<file path="src/rtl/usb_host_pkt_tx.sv">
// rtl/usb_host_pkt_tx.sv - host USB packet transmitter; optional LS keep-alive via USB_HOST_LS_KEEPALIVE_EN
module usb_host_pkt_tx #(
  parameter int FRAME_W     = 11,
  parameter int MAX_PAYLOAD = 64,
  parameter int CNT_W       = 10,
  parameter int FIFO_LAT    = 1
) (
  input  logic               clk,
  input  logic               rst,
  input  logic               sendPacketWEn,
  output logic               sendPacketRdy,
  input  logic [3:0]         PID,
  input  logic [6:0]         TxAddr,
  input  logic [3:0]         TxEndP,
  input  logic               fullSpeedPolarity,
  input  logic               frameNumLoad,
  input  logic [FRAME_W-1:0] frameNumIn,
  output logic [FRAME_W-1:0] frameNum,
  input  logic [7:0]         fifoData,
  input  logic               fifoEmpty,
  output logic               fifoReadEn,
  output logic               HCTxPortReq,
  input  logic               HCTxPortGnt,
  input  logic               HCTxPortRdy,
  output logic               HCTxPortWEn,
  output logic [7:0]         HCTxPortData,
  output logic [7:0]         HCTxPortCntl,
  output logic [CNT_W-1:0]   payloadCnt,
  output logic               payloadOverflow
);

  localparam logic [7:0] CNTL_START = 8'h02;
  localparam logic [7:0] CNTL_DATA  = 8'h03;
  localparam logic [7:0] CNTL_STOP  = 8'h04;
`ifdef USB_HOST_LS_KEEPALIVE_EN
  localparam logic [7:0] CNTL_KEEP  = 8'h06;
`endif
  localparam logic [CNT_W-1:0] MAX_C = CNT_W'(MAX_PAYLOAD);
  localparam logic [1:0]       LAT_C = 2'(FIFO_LAT);

  typedef enum logic [3:0] {
    S_IDLE, S_REQ, S_PIDB, S_TOK1, S_TOK2, S_SOF1, S_SOF2,
    S_DCHK, S_DRDY, S_DLAT, S_DWR, S_STOP, S_DONE
`ifdef USB_HOST_LS_KEEPALIVE_EN
    , S_KEEP
`endif
  } state_e;

  state_e     state_q;
  logic [3:0] pid_q;
  logic [6:0] addr_q;
  logic [3:0] endp_q;
  logic [1:0] lat_q;
  logic [7:0] data_q;
`ifdef USB_HOST_LS_KEEPALIVE_EN
  logic       fs_q;
`else
  logic       unused_fs;
  assign unused_fs = fullSpeedPolarity;
`endif

  logic   is_token, is_sof, is_data;
  logic   byte_st_d;
  logic [7:0] byte_d, cntl_d;
  state_e after_d;

  assign is_token = (pid_q == 4'h1) || (pid_q == 4'h9) || (pid_q == 4'hD);
  assign is_sof   = (pid_q == 4'h5);
  assign is_data  = (pid_q == 4'h3) || (pid_q == 4'hB);

  // Byte-emitting states: what to write and where to go once the strobe drops
  always_comb begin
    byte_st_d = 1'b1;
    byte_d    = 8'h00;
    cntl_d    = CNTL_DATA;
    after_d   = S_DONE;
    case (state_q)
      S_PIDB: begin
        byte_d = {~pid_q, pid_q};
        cntl_d = CNTL_START;
        if (is_token)    after_d = S_TOK1;
        else if (is_sof) after_d = S_SOF1;
        else if (is_data) after_d = S_DCHK;
        else             after_d = S_DONE;
      end
      S_TOK1: begin byte_d = {endp_q[0], addr_q};      after_d = S_TOK2; end
      S_TOK2: begin byte_d = {5'b0, endp_q[3:1]};     after_d = S_DONE; end
      S_SOF1: begin byte_d = frameNum[7:0];            after_d = S_SOF2; end
      S_SOF2: begin byte_d = {5'b0, frameNum[10:8]};  after_d = S_DONE; end
      S_DWR:  begin byte_d = data_q;                   after_d = S_DCHK; end
      S_STOP: begin cntl_d = CNTL_STOP;                after_d = S_DONE; end
`ifdef USB_HOST_LS_KEEPALIVE_EN
      S_KEEP: begin cntl_d = CNTL_KEEP;                after_d = S_DONE; end
`endif
      default: byte_st_d = 1'b0;
    endcase
  end

  always_ff @(posedge clk) begin
    if (rst) begin
      state_q         <= S_IDLE;
      pid_q           <= 4'h0;
      addr_q          <= 7'h00;
      endp_q          <= 4'h0;
      lat_q           <= 2'd0;
      data_q          <= 8'h00;
`ifdef USB_HOST_LS_KEEPALIVE_EN
      fs_q            <= 1'b0;
`endif
      sendPacketRdy   <= 1'b1;
      frameNum        <= '0;
      fifoReadEn      <= 1'b0;
      HCTxPortReq     <= 1'b0;
      HCTxPortWEn     <= 1'b0;
      HCTxPortData    <= 8'h00;
      HCTxPortCntl    <= 8'h00;
      payloadCnt      <= '0;
      payloadOverflow <= 1'b0;
    end else begin
      // An explicit load wins over the end-of-SOF increment
      if (frameNumLoad)
        frameNum <= frameNumIn;
      else if (state_q == S_SOF2 && HCTxPortWEn)
        frameNum <= frameNum + 1'b1;

      if (byte_st_d) begin
        if (HCTxPortWEn) begin
          HCTxPortWEn <= 1'b0;
          state_q     <= after_d;
          if (state_q == S_DWR)
            payloadCnt <= payloadCnt + 1'b1;
        end else if (HCTxPortRdy) begin
          HCTxPortWEn  <= 1'b1;
          HCTxPortData <= byte_d;
          HCTxPortCntl <= cntl_d;
        end
      end else begin
        case (state_q)
          S_IDLE: begin
            if (sendPacketWEn) begin
              pid_q           <= PID;
              addr_q          <= TxAddr;
              endp_q          <= TxEndP;
`ifdef USB_HOST_LS_KEEPALIVE_EN
              fs_q            <= fullSpeedPolarity;
`endif
              sendPacketRdy   <= 1'b0;
              HCTxPortReq     <= 1'b1;
              payloadCnt      <= '0;
              payloadOverflow <= 1'b0;
              state_q         <= S_REQ;
            end
          end
          S_REQ: begin
            if (HCTxPortGnt) begin
`ifdef USB_HOST_LS_KEEPALIVE_EN
              state_q <= (is_sof && !fs_q) ? S_KEEP : S_PIDB;
`else
              state_q <= S_PIDB;
`endif
            end
          end
          S_DCHK: begin
            if (!fifoEmpty && payloadCnt < MAX_C) begin
              state_q <= S_DRDY;
            end else begin
              if (!fifoEmpty)
                payloadOverflow <= 1'b1;
              state_q <= S_STOP;
            end
          end
          S_DRDY: begin
            if (HCTxPortRdy) begin
              fifoReadEn <= 1'b1;
              lat_q      <= 2'd0;
              state_q    <= S_DLAT;
            end
          end
          // lat_q counts cycles since the pop was presented to the FIFO
          S_DLAT: begin
            fifoReadEn <= 1'b0;
            if (lat_q == LAT_C) begin
              data_q  <= fifoData;
              state_q <= S_DWR;
            end else begin
              lat_q <= lat_q + 1'b1;
            end
          end
          S_DONE: begin
            HCTxPortReq   <= 1'b0;
            sendPacketRdy <= 1'b1;
            state_q       <= S_IDLE;
          end
          default: state_q <= S_IDLE;
        endcase
      end
    end
  end

endmodule

</file>
<file path="config.mk">
export PLATFORM = sky130hd
export DESIGN_NAME = usb_host_pkt_tx
export DESIGN_NICKNAME = d
export VERILOG_FILES = /design/src/rtl/usb_host_pkt_tx.sv
export SDC_FILE = /design/constraint.sdc
export NUM_CORES = 1
export LEC_CHECK = 0
export BUFFER_PORTS_ARGS = -buffer_cell sky130_fd_sc_hd__buf_2
export CAP_MARGIN = 20
export CELL_PAD_IN_SITES_DETAIL_PLACEMENT = 1
export CELL_PAD_IN_SITES_GLOBAL_PLACEMENT = 2
export CORE_ASPECT_RATIO = 1.5
export CORE_MARGIN = 8
export CORE_UTILIZATION = 31
export CTS_BUF_LIST = sky130_fd_sc_hd__clkbuf_16
export CTS_CLUSTER_DIAMETER = 40
export DETAILED_ROUTE_END_ITERATION = 12
export GPL_ROUTABILITY_DRIVEN = 0
export PLACE_DENSITY = 0.86
export SLEW_MARGIN = 15
export SYNTH_ARGS = -nofsm -noshare
export SYNTH_HDL_FRONTEND = slang
export SYNTH_SLANG_ARGS = --single-unit
</file>
<file path="constraint.sdc">
create_clock -name clk -period 2.1 [get_ports clk]
set_input_delay 0.105 -clock clk [delete_from_list [all_inputs] [get_ports clk]]
set_output_delay 0.105 -clock clk [all_outputs]
set_load 0.02 [all_outputs]
</file>
==> results.md, run 1 <==
* Status: completed
* Mapped Area at 3470 um2
* Vias at 3449
* CP required at 2.35 ns
* WL final at 11500 um
* Area growth from synthesis to layout at 28.2%
* Sequential cell fraction of total power at 30.8%
* WS Path Type: reg -> reg
* Yosys top cell area share at 38.1%
* FILL cells at 1365
* Unrepaired setup endpoints after global routing: no
* Worst-skew pair later-pin latency at 0.33 ns
* Count leader, synth: dfxtp_1
* First DRT Iteration DRCs at 143
* Synthesized netlist cell count at 414
* Critical path fanouts, max at 18
* Routed Antenna Nets at 0
* Synth async-reset ratio at 0%
* CTS Buf Count at 9
* Post-CTS Setup Inserts at 0
* Area leader, netlist: dfxtp_1
* Cell internal pwr at 3.31 mW
* Clock Tree Buf Depth at 2
* Pre-CTS setup slack at 0.160 ns
* Total GRT Usage at 15.9%
* Hpwl dp at 8920 um
* Port bufs at 77
* Synthesized area per cell at 8.37 um2
* NumNets Final at 547
* Layout cells sized above 1 at 26.2%
* Final Skew at 0.00647 ns
* NetSw at 1.78 mW
* Worst Hold Depth at 3
* Initial antenna violation count at 0
* DIE AREA at 14900 um2
* Seq/Total Area, Yosys at 38.1%
* Synthesized flop and latch total at 66
* Slew Viols, Final at 0
* Final core occ at 40.4%
* Synth area leaders: dfxtp_1 (38%), nand2_1 (5.1%), a21oi_1 (4.0%)
* Final period utilization at 92.2%
* CTS H-tree depth at 3
* Number of max-cap violations at 0
* Slew @ Worst Pin at 0.584 ns
* Setup violators final at 0
* Final worst slack at 0.164 ns
* Max rail drop VDD at 478 uV
* Post-route insts no fill at 654
* DR vias/cell at 5.27
* CP startpoint kind: register
* Core Footprint at 11000 um2
* Die W at 102 um
* CTS Hold Bufs at 0
* Commonest cells post-synth: dfxtp_1 (66), nand2_1 (47), nor2_1 (31)
* Clk slew on worst S/H paths at 0.06 ns
* Clock root buffer master: clkbuf_16
* Unique masters post-synth at 66
* Setup TNS at 0 ns
* Power Dens Cells at 1140 nW/um2
* Synth Warn # at 0
* Synth Flop Type: dfxtp_1
* First-pass GRT wire length at 18400 um
* Critical Path Sink Type: register
* WL/cell at 17.6 um
* Max-slew headroom at 61.1%
* Clock group share of total power at 33.4%
* Largest net degree at the start of global routing at 28
* Class of the worst hold path: in -> reg
* Worst R2R Path Depth at 5
* TritonCTS clock tree: built
* Minimum clock period at 1.94 ns
* Post-synth EDFFs at 0
* Router iterations before antenna repair at 4
* Fin. Hold Viols at 0
* Post-cts resize count at 0
* Site Rows at 47
* Top-level port count at 84
* Die Y at 146 um
* Grt total ovfl at 0
* Tot Pwr at 5.09 mW
* CTS sink cnt at 66
* Vias in the first global route at 3669
* Peak Freq at 0.517 GHz
* Pleak at 1.90 nW
* Drt drc at 0
* Initial Util at 31.5%
* Dpl cells at 638
* Sw frac at 34.9%
* Crit path DAT at 2.19 ns
* N_diodes at 0
* Combinational share of power at 35.8%
[per-stage QoR]
stage	area (um2)	hold WS (ns)
after floorplan	3480	0.241
after global placement	4110	0.337
after detailed placement	4110	0.354
after CTS	4440	0.000494
after global routing	4440	0.00699
final	4440	0.0115
[kinds of logic (layout without fill, tap and decap cells)]
logic type,after synthesis,count (layout),share of synthesized area (%)
XOR/XNOR,8,8,2.02
AND/OR/NAND/NOR,171,171,26.5
adder cells (fa/ha/maj),3,3,1.08
buffers and inverters,42,131,5.63
other,1,5,0.108
flip-flops,66,66,38.1
AO/OA/AOI/OAI,107,107,21.7
multiplexers,16,16,4.84
[layout by cell type, fill, tap and decap left out, drive strengths merged, types with 6 or more instances in the layout]
master,instances
a21oi,28
clkbuf,9
inv,11
nand2,47
dfxtp,66
mux2i,13
nor3,6
nand4,6
o21ai,17
nand2b,7
o2bb2ai,6
or3,12
nand3,7
and2,6
nor2,33
nor2b,18
a211oi,12
buf,104
[flip-flops by register name, summed over array words and instances, names as in the netlist, 2 cells and up]
signal	cells
pid_q	4
HCTxPortData	8
frameNum	11
endp_q	4
payloadCnt	10
HCTxPortCntl	3
state_q	4
data_q	8
addr_q	7
lat_q	2
[critical path, stage by stage, from the launching register on]
cell       delay, ns
dfxtp_1         0.48
buf_4           0.26
nor2_2          0.20
o2111ai_1       0.31
or3_1           0.41
a21oi_1         0.19
[layout make-up]
type	count	area, um2	area share, %
Multi-Input combinational cell	310	1960	44.2
Clock inverter	7	108	2.42
Tap cell	147	184	4.14
Sequential cell	66	1320	29.7
Inverter	11	41.3	0.929
Timing Repair Buffer	104	601	13.5
Clock buffer	9	225	5.07
[power by group through the flow]
| stage | Combinational, mW | Sequential (mW) | Clock, mW |
|---|---|---|---|
| 3_3_place_gp | 1.77 | 1.59 | 0 |
| 2_1_floorplan | 1.17 | 1.59 | 0 |
| 3_5_place_dp | 1.82 | 1.59 | 0 |
| 5_1_grt | 2.00 | 1.59 | 1.79 |
| 6_report | 1.82 | 1.57 | 1.70 |
| 4_1_cts | 1.84 | 1.57 | 1.73 |
[final timing paths]
kind,slack [ns],endpoint,startpoint
max,0.16,payloadCnt[7]$_SDFFE_PP0P_,state_q[2]$_SDFFE_PP0P_
min,0.01,addr_q[2]$_SDFFE_PP0P_,TxAddr[2]
max reg2reg,0.16,payloadCnt[7]$_SDFFE_PP0P_,state_q[2]$_SDFFE_PP0P_
min reg2reg,0.46,HCTxPortData[6]$_SDFFE_PP0P_,HCTxPortData[6]$_SDFFE_PP0P_
[layer usage]
layer	up-vias	GRT usage, %	part of all wire, %
met2	74	29.6	55
li1	1672	-	-
met3	22	3.59	4.5
met1	1681	15.4	37
met4	0	7.90	3.1
met5	-	0	0
No activity file was read; power rests on OpenSTA's default activity.
==> run 2: changes to the inputs <==
--- a/config.mk
+++ b/config.mk
@@ -11,12 +11,12 @@
 export CELL_PAD_IN_SITES_GLOBAL_PLACEMENT = 2
 export CORE_ASPECT_RATIO = 1.5
 export CORE_MARGIN = 8
-export CORE_UTILIZATION = 31
+export CORE_UTILIZATION = 25
 export CTS_BUF_LIST = sky130_fd_sc_hd__clkbuf_16
 export CTS_CLUSTER_DIAMETER = 40
 export DETAILED_ROUTE_END_ITERATION = 12
 export GPL_ROUTABILITY_DRIVEN = 0
-export PLACE_DENSITY = 0.86
+export PLACE_DENSITY = 0.72
 export SLEW_MARGIN = 15
 export SYNTH_ARGS = -nofsm -noshare
 export SYNTH_HDL_FRONTEND = slang
==> results.md, run 2 (synthesis gave the netlist of run 1 again) <==
* WL final at 12000 um (+4.3%)
* Router iterations before antenna repair at 6 (+2)
* Area growth from synthesis to layout at 28.3% (about the same)
* Biggest regs: frameNum x11, payloadCnt x10
* Status: completed
* Class of the worst hold path: in -> reg
* CP required at 2.32 ns (-0.03 ns)
* Site Rows at 52 (+11%)
* Largest net degree at the start of global routing at 30 (+7.1%)
* WL/cell at 18.0 um (+2.2%)
* Vias at 3352 (-2.8%)
* Layout cells sized above 1 at 26.5% (+0.25 points)
* Initial Util at 25.6% (-5.9 points)
* CTS sink cnt at 66 (unchanged)
* Pleak at 1.88 nW (-0.78%)
* Slew @ Worst Pin at 0.583 ns (-0.000315 ns)
* Post-route insts no fill at 668 (+2.1%)
* CTS H-tree depth at 3 (unchanged)
* Critical Path Max Stage Delay at 0.68 ns (+0.20 ns)
* WS Path Type: reg -> reg
* Worst-skew pair later-pin latency at 0.33 ns (about the same)
* Most flops, register: frameNum
* Top-level port count at 84 (unchanged)
* R2R Path Start: state_q[2]$_SDFFE_PP0P_
* DR vias/cell at 5.02 (-4.8%)
* First-pass GRT wire length at 19800 um (+8.0%)
* Crit path cell chain: nor3b_1 > a21oi_1 > a22o_1 > mux2_4
* Tot Pwr at 4.99 mW (-1.9%)
* Critical Path Start: state_q[2]$_SDFFE_PP0P_
* Setup violators final at 0 (unchanged)
* Routed Antenna Nets at 0 (unchanged)
* Unrepaired setup endpoints after global routing: no
* Die W at 112 um (+9.6%)
* CTS Buf Count at 9 (unchanged)
* Number of max-cap violations at 0 (unchanged)
* Power Dens Cells at 1120 nW/um2 (-2.0%)
* Drt drc at 0 (unchanged)
* TritonCTS clock tree: built
* Vias in the first global route at 3709 (+1.1%)
* Crit path DAT at 2.11 ns (-0.08 ns)
* Grt total ovfl at 0 (unchanged)
* Most frequent cells in the layout: buf_2 (77), dfxtp_1 (66), nand2_1 (47)
* Critical Path Sink Type: register
* Setup TNS at 0 ns (unchanged)
* Final Skew at 0.00487 ns (-0.00161 ns)
* Critical path fanouts, max at 17 (-1)
* Hpwl dp at 9510 um (+6.7%)
* Fin. Hold Viols at 0 (unchanged)
* Initial antenna violation count at 0 (unchanged)
* First DRT Iteration DRCs at 133 (-7.0%)
* Worst Hold Depth at 3 (unchanged)
* Area of the multi-input gates at 1970 um2 (+0.32%)
* Max-slew headroom at 61.1% (about the same)
* DIE AREA at 18000 um2 (+21%)
* Commonest non-fill, non-tap cell in the layout: buf_2
* Final core occ at 32.9% (-7.6 points)
* Max rail drop VDD at 425 uV (-11%)
* Clk slew on worst S/H paths at 0.05 ns (about the same)
* Worst path buffer plus inverter count at 0 (-1)
* Total GRT Usage at 14.0% (-1.9 points)
* Minimum clock period at 1.89 ns (-0.0461 ns)
* Port bufs at 77 (unchanged)
* Dpl cells at 652 (+2.2%)
* Max FFs per register at 11 (unchanged)
* FILL cells at 1636 (+20%)
* Final period utilization at 90.0% (-2.2 points)
* Peak Freq at 0.529 GHz (+2.4%)
* Core Footprint at 13500 um2 (+23%)
* NumNets Final at 547 (unchanged)
* CP delay by family, top: flip-flops
* Number of cells on the critical path at 4 (-1)
* Clock Tree Buf Depth at 2 (unchanged)
* N_diodes at 0 (unchanged)
* CP startpoint kind: register
* Clock root buffer master: clkbuf_16
* Die Y at 160 um (+10%)
* Hold Path Origin: fifoData[0]
* Register area at 1320 um2 (unchanged)
* CP max-delay cell: dfxtp_1
* Slew Viols, Final at 0 (unchanged)
* Worst R2R Path Depth at 4 (-1)
run 2: worst register-to-register path, stage by stage (launching register included):
cell and delay (ns):
dfxtp_1 0.68, nor3b_1 0.37, a21oi_1 0.13, a22o_1 0.28, mux2_4 0.31
run 2: path summary, 6_finish.rpt:
kind	end	slack (ns)
min reg2reg	HCTxPortData[7]$_SDFFE_PP0P_	0.46
min	data_q[0]$_SDFFE_PP0P_	0.009
max	state_q[3]$_SDFFE_PP0P_	0.21
max reg2reg	state_q[3]$_SDFFE_PP0P_	0.21
run 2: routing by layer:
layer / up-vias / routed length [um] / GRT usage, %
met3: 12 / 573 / 3.51
met2: 60 / 6590 / 26.5
met5: - / 0 / 0
met4: 0 / 244 / 6.35
met1: 1611 / 4620 / 13.9
li1: 1669 / - / -
run 2: what timing repair did:
action,4_1_cts,5_1_grt
resized for setup,0,1
setup endpoints to repair,0,3
hold buffers,1,0
endpoints found under the hold margin,1,0
buffers inserted,0,0
run 2: cell type report:
cell class,count,area share [%]
sequential,66,29.7
multi-input combinational,310,44.3
tap,162,4.56
timing repair buffer,104,13.6
inverter,11,0.929
clock inverter,6,1.86
clock buffer,9,5.06
run 2: where the power goes:
group	switching, mW	internal (mW)
clock network	0.555	1.02
logic	1.08	0.757
registers	0.164	1.40
total	1.80	3.19
run 2: per-stage QoR:
| step | hold slack (ns) | setup slack (ns) | area, um2 |
|---|---|---|---|
| after global placement | 0.340 | 0.234 | 4120 |
| final | 0.00885 | 0.210 | 4450 |
| after global routing | 0.0123 | 0.0146 | 4450 |
| after floorplan | 0.241 | 0.402 | 3480 |
| after detailed placement | 0.353 | 0.114 | 4120 |
| after CTS | 0.00430 | 0.0893 | 4440 |
